File: src/rtl/ising_run_ctrl.sv
// Host-side sequencer for ising_axi: drains buffered couplings into symmetric weight writes,
// programs the counters, launches a run and thresholds the phases. Optional: ISING_RUN_CTRL_RESTART_EN.
module ising_run_ctrl #(
    parameter int unsigned N                = 8,
    parameter int unsigned NUM_WEIGHTS      = 3,
    parameter int unsigned DEPTH            = 16,
    parameter int unsigned RUN_CYCLES       = 1000,
    parameter logic [31:0] START_WORD       = 32'h0000_0010,
`ifdef ISING_RUN_CTRL_RESTART_EN
    parameter logic [31:0] RESTART_WORD     = 32'h0000_0200,
`endif
    parameter logic [31:0] WEIGHT_ADDR_BASE = 32'h0001_0000,
    parameter logic [31:0] CTR_CUTOFF_ADDR  = 32'h0000_0004,
    parameter logic [31:0] CTR_MAX_ADDR     = 32'h0000_0008,
    parameter logic [31:0] START_ADDR       = 32'h0000_0000,
    parameter logic [31:0] PHASE_ADDR_BASE  = 32'h0000_0100,
    localparam int unsigned IW              = (N > 1) ? $clog2(N) : 1
) (
    input  logic                   clk,
    input  logic                   rst,
    input  logic                   cpl_valid,
    output logic                   cpl_ready,
    input  logic [IW-1:0]          cpl_i,
    input  logic [IW-1:0]          cpl_j,
    input  logic [NUM_WEIGHTS-1:0] cpl_w,
    input  logic [31:0]            cutoff,
    input  logic [31:0]            ctr_max,
    input  logic                   go,
    output logic                   busy,
    output logic                   done,
    output logic [N-1:0]           spins,
    output logic                   err,
    output logic                   wready,
    output logic [31:0]            wr_addr,
    output logic [31:0]            wdata,
    output logic [31:0]            araddr_q,
    input  logic [31:0]            rdata
);
    localparam int unsigned AW = (DEPTH > 1) ? $clog2(DEPTH) : 1;
    localparam int unsigned CW = AW + 1;
    localparam int unsigned EW = 2 * IW + NUM_WEIGHTS;

    typedef enum logic [3:0] {
        IDLE, DRAIN, CUT, MAX, START, WAIT,
`ifdef ISING_RUN_CTRL_RESTART_EN
        RESTART, WAIT2,
`endif
        READ, CAP, DONE
    } state_t;

    state_t                   state, state_d;
    logic [EW-1:0]            fifo_mem [DEPTH];
    logic [AW-1:0]            wr_ptr, rd_ptr;
    logic [CW-1:0]            count, count_d;
    logic                     push, pop, drop, entry_ok;
    logic [IW-1:0]            head_i, head_j;
    logic [NUM_WEIGHTS-1:0]   head_w;
    logic                     phase_b, phase_b_d;
    logic [31:0]              cnt, cnt_d;
    logic [IW-1:0]            k, k_d;
    logic [31:0]              cutoff_q, ctr_max_q;
    logic                     go_acc, err_d;
    logic                     wr_en_c;
    logic [31:0]              wr_addr_c, wdata_c, araddr_c;
    logic [N-1:0]             spins_d;

    function automatic logic [31:0] weight_addr(input logic [IW-1:0] r, input logic [IW-1:0] c);
        return WEIGHT_ADDR_BASE + (32'(r) << 2) + (32'(c) << 13);
    endfunction

    // Spin k lives at the mirrored phase slot N-1-k.
    function automatic logic [31:0] phase_addr(input logic [IW-1:0] s);
        return PHASE_ADDR_BASE + ((32'(N - 1) - 32'(s)) << 2);
    endfunction

    assign {head_i, head_j, head_w} = fifo_mem[rd_ptr];
    assign entry_ok = (32'(cpl_i) < N) && (32'(cpl_j) < N);
    assign push     = cpl_valid && cpl_ready && entry_ok;
    assign drop     = cpl_valid && cpl_ready && !entry_ok;

    always_comb begin
        count_d = count;
        if (push && !pop)      count_d = count + CW'(1);
        else if (pop && !push) count_d = count - CW'(1);
    end

    always_ff @(posedge clk) begin
        if (push) fifo_mem[wr_ptr] <= {cpl_i, cpl_j, cpl_w};
    end

    // Next-state and next-output logic.
    always_comb begin
        state_d   = state;
        phase_b_d = phase_b;
        cnt_d     = cnt;
        k_d       = k;
        pop       = 1'b0;
        go_acc    = 1'b0;
        wr_en_c   = 1'b0;
        wr_addr_c = wr_addr;
        wdata_c   = wdata;
        araddr_c  = araddr_q;
        spins_d   = spins;
        case (state)
            IDLE: begin
                if (go) begin
                    go_acc    = 1'b1;
                    phase_b_d = 1'b0;
                    state_d   = DRAIN;
                end
            end
            DRAIN: begin
                if (phase_b) begin
                    wr_en_c   = 1'b1;
                    wr_addr_c = weight_addr(head_j, head_i);
                    wdata_c   = 32'(head_w);
                    pop       = 1'b1;
                    phase_b_d = 1'b0;
                end else if (count == '0) begin
                    state_d = CUT;
                end else begin
                    wr_en_c   = 1'b1;
                    wr_addr_c = weight_addr(head_i, head_j);
                    wdata_c   = 32'(head_w);
                    if (head_i == head_j) pop       = 1'b1;
                    else                  phase_b_d = 1'b1;
                end
            end
            CUT: begin
                wr_en_c   = 1'b1;
                wr_addr_c = CTR_CUTOFF_ADDR;
                wdata_c   = cutoff_q;
                state_d   = MAX;
            end
            MAX: begin
                wr_en_c   = 1'b1;
                wr_addr_c = CTR_MAX_ADDR;
                wdata_c   = ctr_max_q;
                state_d   = START;
            end
            START: begin
                wr_en_c   = 1'b1;
                wr_addr_c = START_ADDR;
                wdata_c   = START_WORD;
                cnt_d     = '0;
                state_d   = WAIT;
            end
            WAIT: begin
                if (cnt == 32'(RUN_CYCLES - 1)) begin
`ifdef ISING_RUN_CTRL_RESTART_EN
                    state_d  = RESTART;
`else
                    k_d      = '0;
                    araddr_c = phase_addr('0);
                    state_d  = READ;
`endif
                end else begin
                    cnt_d = cnt + 32'd1;
                end
            end
`ifdef ISING_RUN_CTRL_RESTART_EN
            RESTART: begin
                wr_en_c   = 1'b1;
                wr_addr_c = START_ADDR;
                wdata_c   = RESTART_WORD;
                cnt_d     = '0;
                state_d   = WAIT2;
            end
            WAIT2: begin
                if (cnt == 32'(RUN_CYCLES - 1)) begin
                    k_d      = '0;
                    araddr_c = phase_addr('0);
                    state_d  = READ;
                end else begin
                    cnt_d = cnt + 32'd1;
                end
            end
`endif
            READ: state_d = CAP;
            CAP: begin
                spins_d[k] = (rdata >= cutoff_q);
                if (32'(k) == 32'(N - 1)) begin
                    state_d = DONE;
                end else begin
                    k_d      = k + IW'(1);
                    araddr_c = phase_addr(k + IW'(1));
                    state_d  = READ;
                end
            end
            DONE:    state_d = IDLE;
            default: state_d = IDLE;
        endcase
        err_d = err;
        if (go_acc) err_d = 1'b0;
        if (drop)   err_d = 1'b1;
    end

    always_ff @(posedge clk or posedge rst) begin
        if (rst) begin
            state     <= IDLE;
            phase_b   <= 1'b0;
            cnt       <= '0;
            k         <= '0;
            wr_ptr    <= '0;
            rd_ptr    <= '0;
            count     <= '0;
            cutoff_q  <= '0;
            ctr_max_q <= '0;
            cpl_ready <= 1'b1;
            busy      <= 1'b0;
            done      <= 1'b0;
            spins     <= '0;
            err       <= 1'b0;
            wready    <= 1'b0;
            wr_addr   <= '0;
            wdata     <= '0;
            araddr_q  <= '0;
        end else begin
            state     <= state_d;
            phase_b   <= phase_b_d;
            cnt       <= cnt_d;
            k         <= k_d;
            if (push) wr_ptr <= wr_ptr + AW'(1);
            if (pop)  rd_ptr <= rd_ptr + AW'(1);
            count     <= count_d;
            if (go_acc) begin
                cutoff_q  <= cutoff;
                ctr_max_q <= ctr_max;
            end
            cpl_ready <= (count_d != CW'(DEPTH));
            busy      <= (state_d != IDLE);
            done      <= (state_d == DONE);
            spins     <= spins_d;
            err       <= err_d;
            wready    <= wr_en_c;
            wr_addr   <= wr_addr_c;
            wdata     <= wdata_c;
            araddr_q  <= araddr_c;
        end
    end
endmodule

File: config.mk
export PLATFORM = sky130hd
export DESIGN_NAME = ising_run_ctrl
export DESIGN_NICKNAME = d
export VERILOG_FILES = /design/src/rtl/ising_run_ctrl.sv
export SDC_FILE = /design/constraint.sdc
export NUM_CORES = 1
export LEC_CHECK = 0
export CAP_MARGIN = 20
export CORE_UTILIZATION = 50
export DETAILED_ROUTE_END_ITERATION = 10
export GPL_TIMING_DRIVEN = 0
export HOLD_SLACK_MARGIN = 0.12
export PLACE_DENSITY_LB_ADDON = 0.25
export SYNTH_ARGS = -nofsm -noshare
export SYNTH_HDL_FRONTEND = slang
export SYNTH_SLANG_ARGS = --single-unit
File: constraint.sdc
create_clock -name clk -period 8.7 [get_ports clk]
set_clock_uncertainty 0.2 [all_clocks]
set_input_delay 1.74 -clock clk [delete_from_list [all_inputs] [get_ports clk]]
set_output_delay 1.74 -clock clk [all_outputs]
set_load 0.03 [all_outputs]
==> summary.txt, run 1 <==
Run status
  • Status: finished clean

STA
  • RSZ-0062 raised after global routing: false
  • # setup viols final: 0
  • Final worst hold slack: around 0.27 ns
  • Min cycle time layout: approximately 4.7 ns
  • Worst Tran Pin Value: roughly 0.97 ns
  • Final Max Tran Viols: 0
  • Part of the cycle the worst path needs: 0.544
  • Worst rel slew slack: 0.350
  • Final worst slack: about 4 ns
  • Final hold vios: 0
  • Fmax achieved: between 0.2 and 0.25 GHz

Place
  • Area post-placement: 0.0168 mm2
  • Routability Congestion: approximately 0.8
  • Post-Place Setup Slack: about 3.4 ns
  • Final HPWL DP: ~22 mm
  • I/O Buffers: between 150 and 200

Clock network
  • Inserted Clock Buffers: 31
  • Cells resized by post-CTS repair: 0
  • Worst-Skew Late Latency: between 0.5 and 0.6 ns
  • Worst-path clk slew: roughly 0.06 ns
  • H-tree Lvls: 1
  • CTS tree: built
  • CTS sink count: 316
  • Buffers inserted by post-CTS timing repair: 0
  • Root Buffer: clkbuf_16
  • CTS Buffer Depth: 3
  • Hold-fix buffers at CTS: 0

Critical path
  • Crit path max fanout: 8
  • CP Capture Point: spins[6]
  • Worst Path Required: around 9 ns
  • Reg2Reg Depth: 11
  • R2R setup slack: roughly 4.9 ns
  • Crit. End Element: register
  • Reg-to-reg critical path endpoint: cpl_ready
  • CP startpoint: rdata[17]
  • Reg2reg start: rd_ptr[0]
  • Worst setup SP type: primary input
  • Data arrival, critical path: just under 5 ns
  • Worst setup path category: primary input to register

Power and ir drop
  • Pwr per Cell Area: 307 mW/mm2
  • Worst vdd ir: 216 uV
  • Lkg Pwr: 7.48 nW

Cells and area
  • Final Net Count: around 1500
  • Fraction of layout cells with a size suffix above 1: 0.161
  • Synth-to-layout area growth: 23.4%
  • Final Instance Area: around 0.018 mm2
  • Fillers: around 2100

Synth
  • Biggest area consumer among synthesized cells: edfxtp_1
  • Cells after Synth: roughly 1100
  • FFs w/ async S/R, synth: 0.544
  • Main flop type after synthesis: dfrtp_1
  • Synthesis Warnings: 0
  • Synth top cells by count: 171 x dfrtp_1, 144 x edfxtp_1, 73 x nand2_1
  • Top-count cell post-synth: dfrtp_1
  • Part of the Yosys area used for sequential elements: 0.599
  • Post-synth EDFFs: between 100 and 150
  • Top cell type's share of synthesized area: 0.300
  • Synth area leaders: edfxtp_1 30%, dfrtp_1 30%, mux2_2 5.2%
  • Mapped Area: roughly 0.014 mm2
  • Number of synthesized register bits: between 300 and 400
  • Unique masters post-synth: 65
  • Synth Area per Inst: 13.5 um2

Drt
  • Starting DRT DRC Count: 616
  • Post-DRT Antenna Nets: 0
  • First drt pass iteration count: 5
  • Routed WL: roughly 32 mm
  • Routed vias/inst: 5.26
  • Vias: roughly 9000
  • Post-DR wirelength/cell: ~18 um
  • Drt drc: 0

GRT
  • Global-route wire length before repair: 48.0 mm
  • Grt ovf: 0
  • Largest net degree at the start of global routing: between 100 and 150
  • Vias in the first global route: just under 9000
  • GRT Total Usage: 0.215
  • Initial antenna violation count: 2

Floorplanning
  • Row cnt: just over 60
  • Core box area: between 0.02 and 0.03 mm2
  • Initial core utilization: 0.513
  • Die height: between 150 and 200 um
  • I/O Pins: 218
  • Die area: just under 0.03 mm2
  • Die width: 172 um

Job
  • Max-cap viol count: 0

Hold path
  • Hold Crit Start: araddr_q[8]
  • Hold Path Class: register to register
## metal layers
layer / share of wire / wire (um) / global-route usage / up-vias
met3: 0.058 / 1840 / 0.0320 / 53
met4: 0.031 / 984 / 0.0716 / 2
met5: 0.00041 / 13 / 0 / -
met2: 0.48 / 15200 / 0.354 / 267
li1: - / - / - / 4292
met1: 0.43 / 13600 / 0.292 / 4433
## report_power, final
group          internal [W]  total [W]  switching [W]
Sequential          0.00190    0.00208       0.000187
Clock              0.000790    0.00133       0.000543
Combinational      0.000889    0.00204        0.00115
Total               0.00358    0.00546        0.00188
## kinds of logic (layout without fill, tap and decap cells)
kind of cell    after synthesis  in the layout  synth area share
mux                         140            140             0.139
compound gates              137            137            0.0607
fa+ha+maj                    43             43            0.0373
simple gates                251            251            0.0866
other cells                   1             55          0.000260
xor+xnor                     41             41            0.0249
flops                       316            316             0.599
buf+inv                     137            359            0.0523
## cell type report
class	count	area, um2	share of cell area
buffer	92	584	0.0329
antenna	1	2.50	0.000141
clock buffer	49	933	0.0525
clock inverter	9	96.3	0.00542
sequential	316	8630	0.485
timing repair buffer	164	1660	0.0933
tap	378	473	0.0266
multi-input combinational	666	5230	0.294
inverter	45	176	0.00992
## worst max-delay path, cell delays in order
cell,delay (ns)
clkdlybuf4s50_1,0.40
ha_1,0.30
a21o_1,0.16
a21o_1,0.18
a21o_1,0.18
a21o_1,0.17
a21o_1,0.17
a21o_1,0.18
a221o_1,0.32
a2111oi_2,0.89
o21ai_0,0.23
## cells in the final DEF, fill, tap and decap left out, types with 5 or more instances in the layout
cell type / synthesis / routed
a22oi_1: 10 / 10
edfxtp_1: 144 / 144
nand3_1: 28 / 28
nor3_1: 8 / 8
inv_1: 45 / 44
o21ai_0: 56 / 56
dfrtp_1: 171 / 171
conb_1: 1 / 54
xnor2_1: 11 / 11
buf_1: 6 / 6
ha_1: 43 / 43
clkdlybuf4s50_1: 0 / 163
nor2b_1: 12 / 12
a21oi_1: 23 / 23
mux2i_1: 34 / 34
clkbuf_16: 0 / 31
xor2_1: 30 / 30
clkbuf_1: 25 / 34
nand4_1: 15 / 15
buf_4: 54 / 54
nor4_1: 6 / 6
and3_1: 12 / 12
and2_1: 19 / 19
clkbuf_8: 0 / 9
and4_1: 5 / 5
mux4_1: 9 / 9
a21o_1: 17 / 17
nor2_1: 53 / 53
mux4_2: 30 / 30
nand2_1: 73 / 73
mux2_2: 67 / 67
nand2b_1: 6 / 6
## worst min path at each step
stage,slack [ns],end,depth (start not counted)
final,0.27,araddr_q[8],1
after CTS,0.27,araddr_q[8],1
after detailed placement,0.26,araddr_q[8],1
after global routing,0.28,araddr_q[8],1
after floorplan,0.27,state[0],1
after global placement,0.25,araddr_q[8],1
## state kept, by name, indices dropped and copies added, names as in the netlist
signal,count
fifo_mem,144
cnt,32
ctr_max_q,32
cutoff_q,32
wdata,32
spins,8
wr_addr,7
count,5
araddr_q,4
rd_ptr,4
state,4
wr_ptr,4
k,3
busy,1
cpl_ready,1
done,1
phase_b,1
wready,1
## per-stage QoR
stage	setup TNS, ns	cells	util	total power (W)
6_report	0	1720	0.633	0.00546
5_1_grt	0	1720	0.633	0.00577
4_1_cts	0	1719	0.633	0.00550
3_5_place_dp	0	1661	0.596	0.00415
3_3_place_gp	-55.16	1660	0.595	0.00410
2_1_floorplan	0	1119	-	0.00352
No activity file was read; power rests on OpenSTA's default activity.
==> run 2, diff against run 1 <==
- clock period: 8.7 -> 4.6 ns (I/O delays scaled with it)
==> summary.txt, run 2 (synthesized netlist as in run 1, its figures left out) <==
Critical path
  • Worst Path Required: 4.73 ns (-4.16 ns)
  • Critical Path Max Stage Delay: 0.87 ns (-0.02 ns)
  • Worst setup SP type: primary input
  • Crit path max fanout: 8 (unchanged)
  • Worst setup path category: primary input to register
  • Cell Chain, Critical Path: clkdlybuf4s50_1, ha_1, a21o_1, a21o_1, a21o_1, a21o_1, a21o_1, a21o_1, a221o_1, a2111oi_2, o21ai_0
  • Data arrival, critical path: 4.06 ns (-0.86 ns)
  • Worst path slowest cell: a2111oi_2
  • CP top delay family: compound AO/OA/AOI/OAI gates
  • CP bufs+invs: 1 (unchanged)
  • CP most frequent cell: a21o_1
  • Crit. End Element: register

Clock network
  • CTS Buffer Depth: 3 (unchanged)
  • CTS tree: built
  • Buffers inserted by post-CTS timing repair: 0 (unchanged)
  • Worst-path clk slew: 0.06 ns (about the same)
  • H-tree Lvls: 2 (+1)
  • Hold-fix buffers at CTS: 0 (unchanged)
  • CTS sink count: 316 (unchanged)
  • Cells resized by post-CTS repair: 0 (unchanged)
  • Root Buffer: clkbuf_16
  • Inserted Clock Buffers: 34 (+9.7%)
  • Worst-Skew Late Latency: 0.51 ns (-0.05 ns)

Cells and area
  • Number of flip-flops under the largest register name: 144 (unchanged)
  • Most frequent cells in the layout: 171 x dfrtp_1, 163 x clkdlybuf4s50_1, 144 x edfxtp_1
  • Most common cell after layout, fill and taps aside: dfrtp_1
  • Fillers: 2129 (-0.65%)
  • Final Net Count: 1474 (+0.41%)
  • Fin util: 0.640 (+0.00690)
  • Synth-to-layout area growth: 24.7%
  • Register bank with the most flops: fifo_mem
  • Fraction of layout cells with a size suffix above 1: 0.165 (+0.00374)
  • Non-Filler Instances: 1726 (+0.35%)

GRT
  • Initial antenna violation count: 1 (-1)
  • GRT Total Usage: 0.221 (+0.00687)
  • Global-route wire length before repair: 48.8 mm (+1.7%)
  • Vias in the first global route: 8755 (+0.46%)
  • Grt ovf: 0 (unchanged)
  • Largest net degree at the start of global routing: 42 (-67%)

Place
  • Routability Congestion: 0.825 (+0.84%)
  • Post-Place Setup Slack: 0.162 ns (-3.25 ns)
  • Placed cells: 1664 (+0.18%)
  • Final HPWL DP: 22.7 mm (+3.4%)
  • I/O Buffers: 163 (unchanged)

Power and ir drop
  • Worst vdd ir: 473 uV (+120%)
  • Lkg Pwr: 7.56 nW (+1.1%)
  • Pwr per Cell Area: 594 mW/mm2 (+94%)
  • Final Power: 0.0107 W (+96%)

STA
  • Setup TNS: 0 ns (unchanged)
  • Final Max Tran Viols: 0 (unchanged)
  • Part of the cycle the worst path needs: 0.854
  • Final worst slack: 0.671 ns (-3.29 ns)
  • Final hold vios: 0 (unchanged)
  • RSZ-0062 raised after global routing: false
  • Worst rel slew slack: 0.368 (+0.0182)
  • # setup viols final: 0 (unchanged)
  • Fmax achieved: between 0.2 and 0.3 GHz
  • Worst Tran Pin Value: 0.946 ns (-0.0272 ns)
  • Min cycle time layout: between 3 and 4 ns

Floorplanning
  • Initial core utilization: 0.513 (unchanged)
  • I/O Pins: 218 (unchanged)
  • Core box area: 0.0281 mm2 (unchanged)
  • Die width: 172 um (unchanged)
  • Row cnt: 61 (unchanged)
  • Die height: 172 um (unchanged)
  • Die area: 0.0295 mm2 (unchanged)

Drt
  • Starting DRT DRC Count: 582 (-5.5%)
  • First drt pass iteration count: 5 (unchanged)
  • Vias: 9216 (+1.9%)
  • Routed WL: 32.5 mm (+2.5%)
  • Routed vias/inst: 5.34 (+1.5%)
  • Drt drc: 0 (unchanged)
  • Post-DRT Antenna Nets: 0 (unchanged)
  • Post-DR wirelength/cell: 18.8 um (+2.2%)

Hold path
  • Hold Path Class: register to register

Run status
  • Status: finished clean

Job
  • Max-cap viol count: 0 (unchanged)
-- run 2: cell types whose count changed in the layout (fill, tap and decap cells not counted) --
cell,previous run,this run
buf_12,1,5
buf_16,1,0
bufinv_16,2,6
clkbuf_1,34,33
clkbuf_16,31,35
clkbuf_8,9,3
clkinv_1,2,3
clkinvlp_4,0,2
inv_8,1,0
-- run 2: final cells by class --
cell class              count  area [um2]  area share
diodes                      1        2.50    0.000139
plain buffers              92         584      0.0325
clock buffers              46         947      0.0527
clock inverters            15         228      0.0127
inverters                  45         173     0.00960
multi-input cells         666        5230       0.291
flip-flops and latches    316        8630       0.480
well taps                 378         473      0.0263
repair buffers            167        1710      0.0952
-- run 2: layer usage --
metal / part of all wire / global-route usage / vias to the layer above / routed length [um]
met5: 0.00040 / 0 / - / 13
met4: 0.028 / 0.0820 / 2 / 900
met3: 0.056 / 0.0347 / 55 / 1830
met2: 0.50 / 0.372 / 294 / 16200
met1: 0.42 / 0.291 / 4557 / 13600
li1: - / - / 4308 / -
-- run 2: path summary, 6_finish.rpt --
check / from / endpoint / slack, ns / cells past startpoint
max reg2reg: rd_ptr[0] / cpl_ready / 0.86 / 11
max in group asynchronous: rst / cpl_ready / 2.68 / 4
min in group asynchronous: rst / ctr_max_q[14] / 0.63 / 2
max: rdata[17] / spins[6] / 0.67 / 11
min: araddr_q[8] / araddr_q[8] / 0.27 / 1
min reg2reg: araddr_q[8] / araddr_q[8] / 0.27 / 1
-- run 2: worst register-to-register path, cell delays in order (launching register included) --
cell	delay [ns]
dfrtp_1	0.41
buf_6	0.20
buf_6	0.22
mux4_2	0.51
a22oi_1	0.30
nand2_1	0.14
xor2_1	0.28
o31a_1	0.32
o21ai_0	0.16
o221a_1	0.29
a211o_1	0.27
a2111o_1	0.37
-- run 2: power by group --
part / internal [W] / switching (W) / leakage (nW)
sequential: 0.00359 / 0.000350 / 3.46
clock: 0.00178 / 0.00108 / 0.572
combinational: 0.00169 / 0.00219 / 3.53
-- run 2: per-stage QoR --
stage | area, um2 | hold WS, ns
detailed placement | 16800 | 0.258
finish | 18000 | 0.272
global route | 18000 | 0.291
floorplan | 14600 | 0.268
global placement | 16700 | 0.254
CTS | 18000 | 0.275
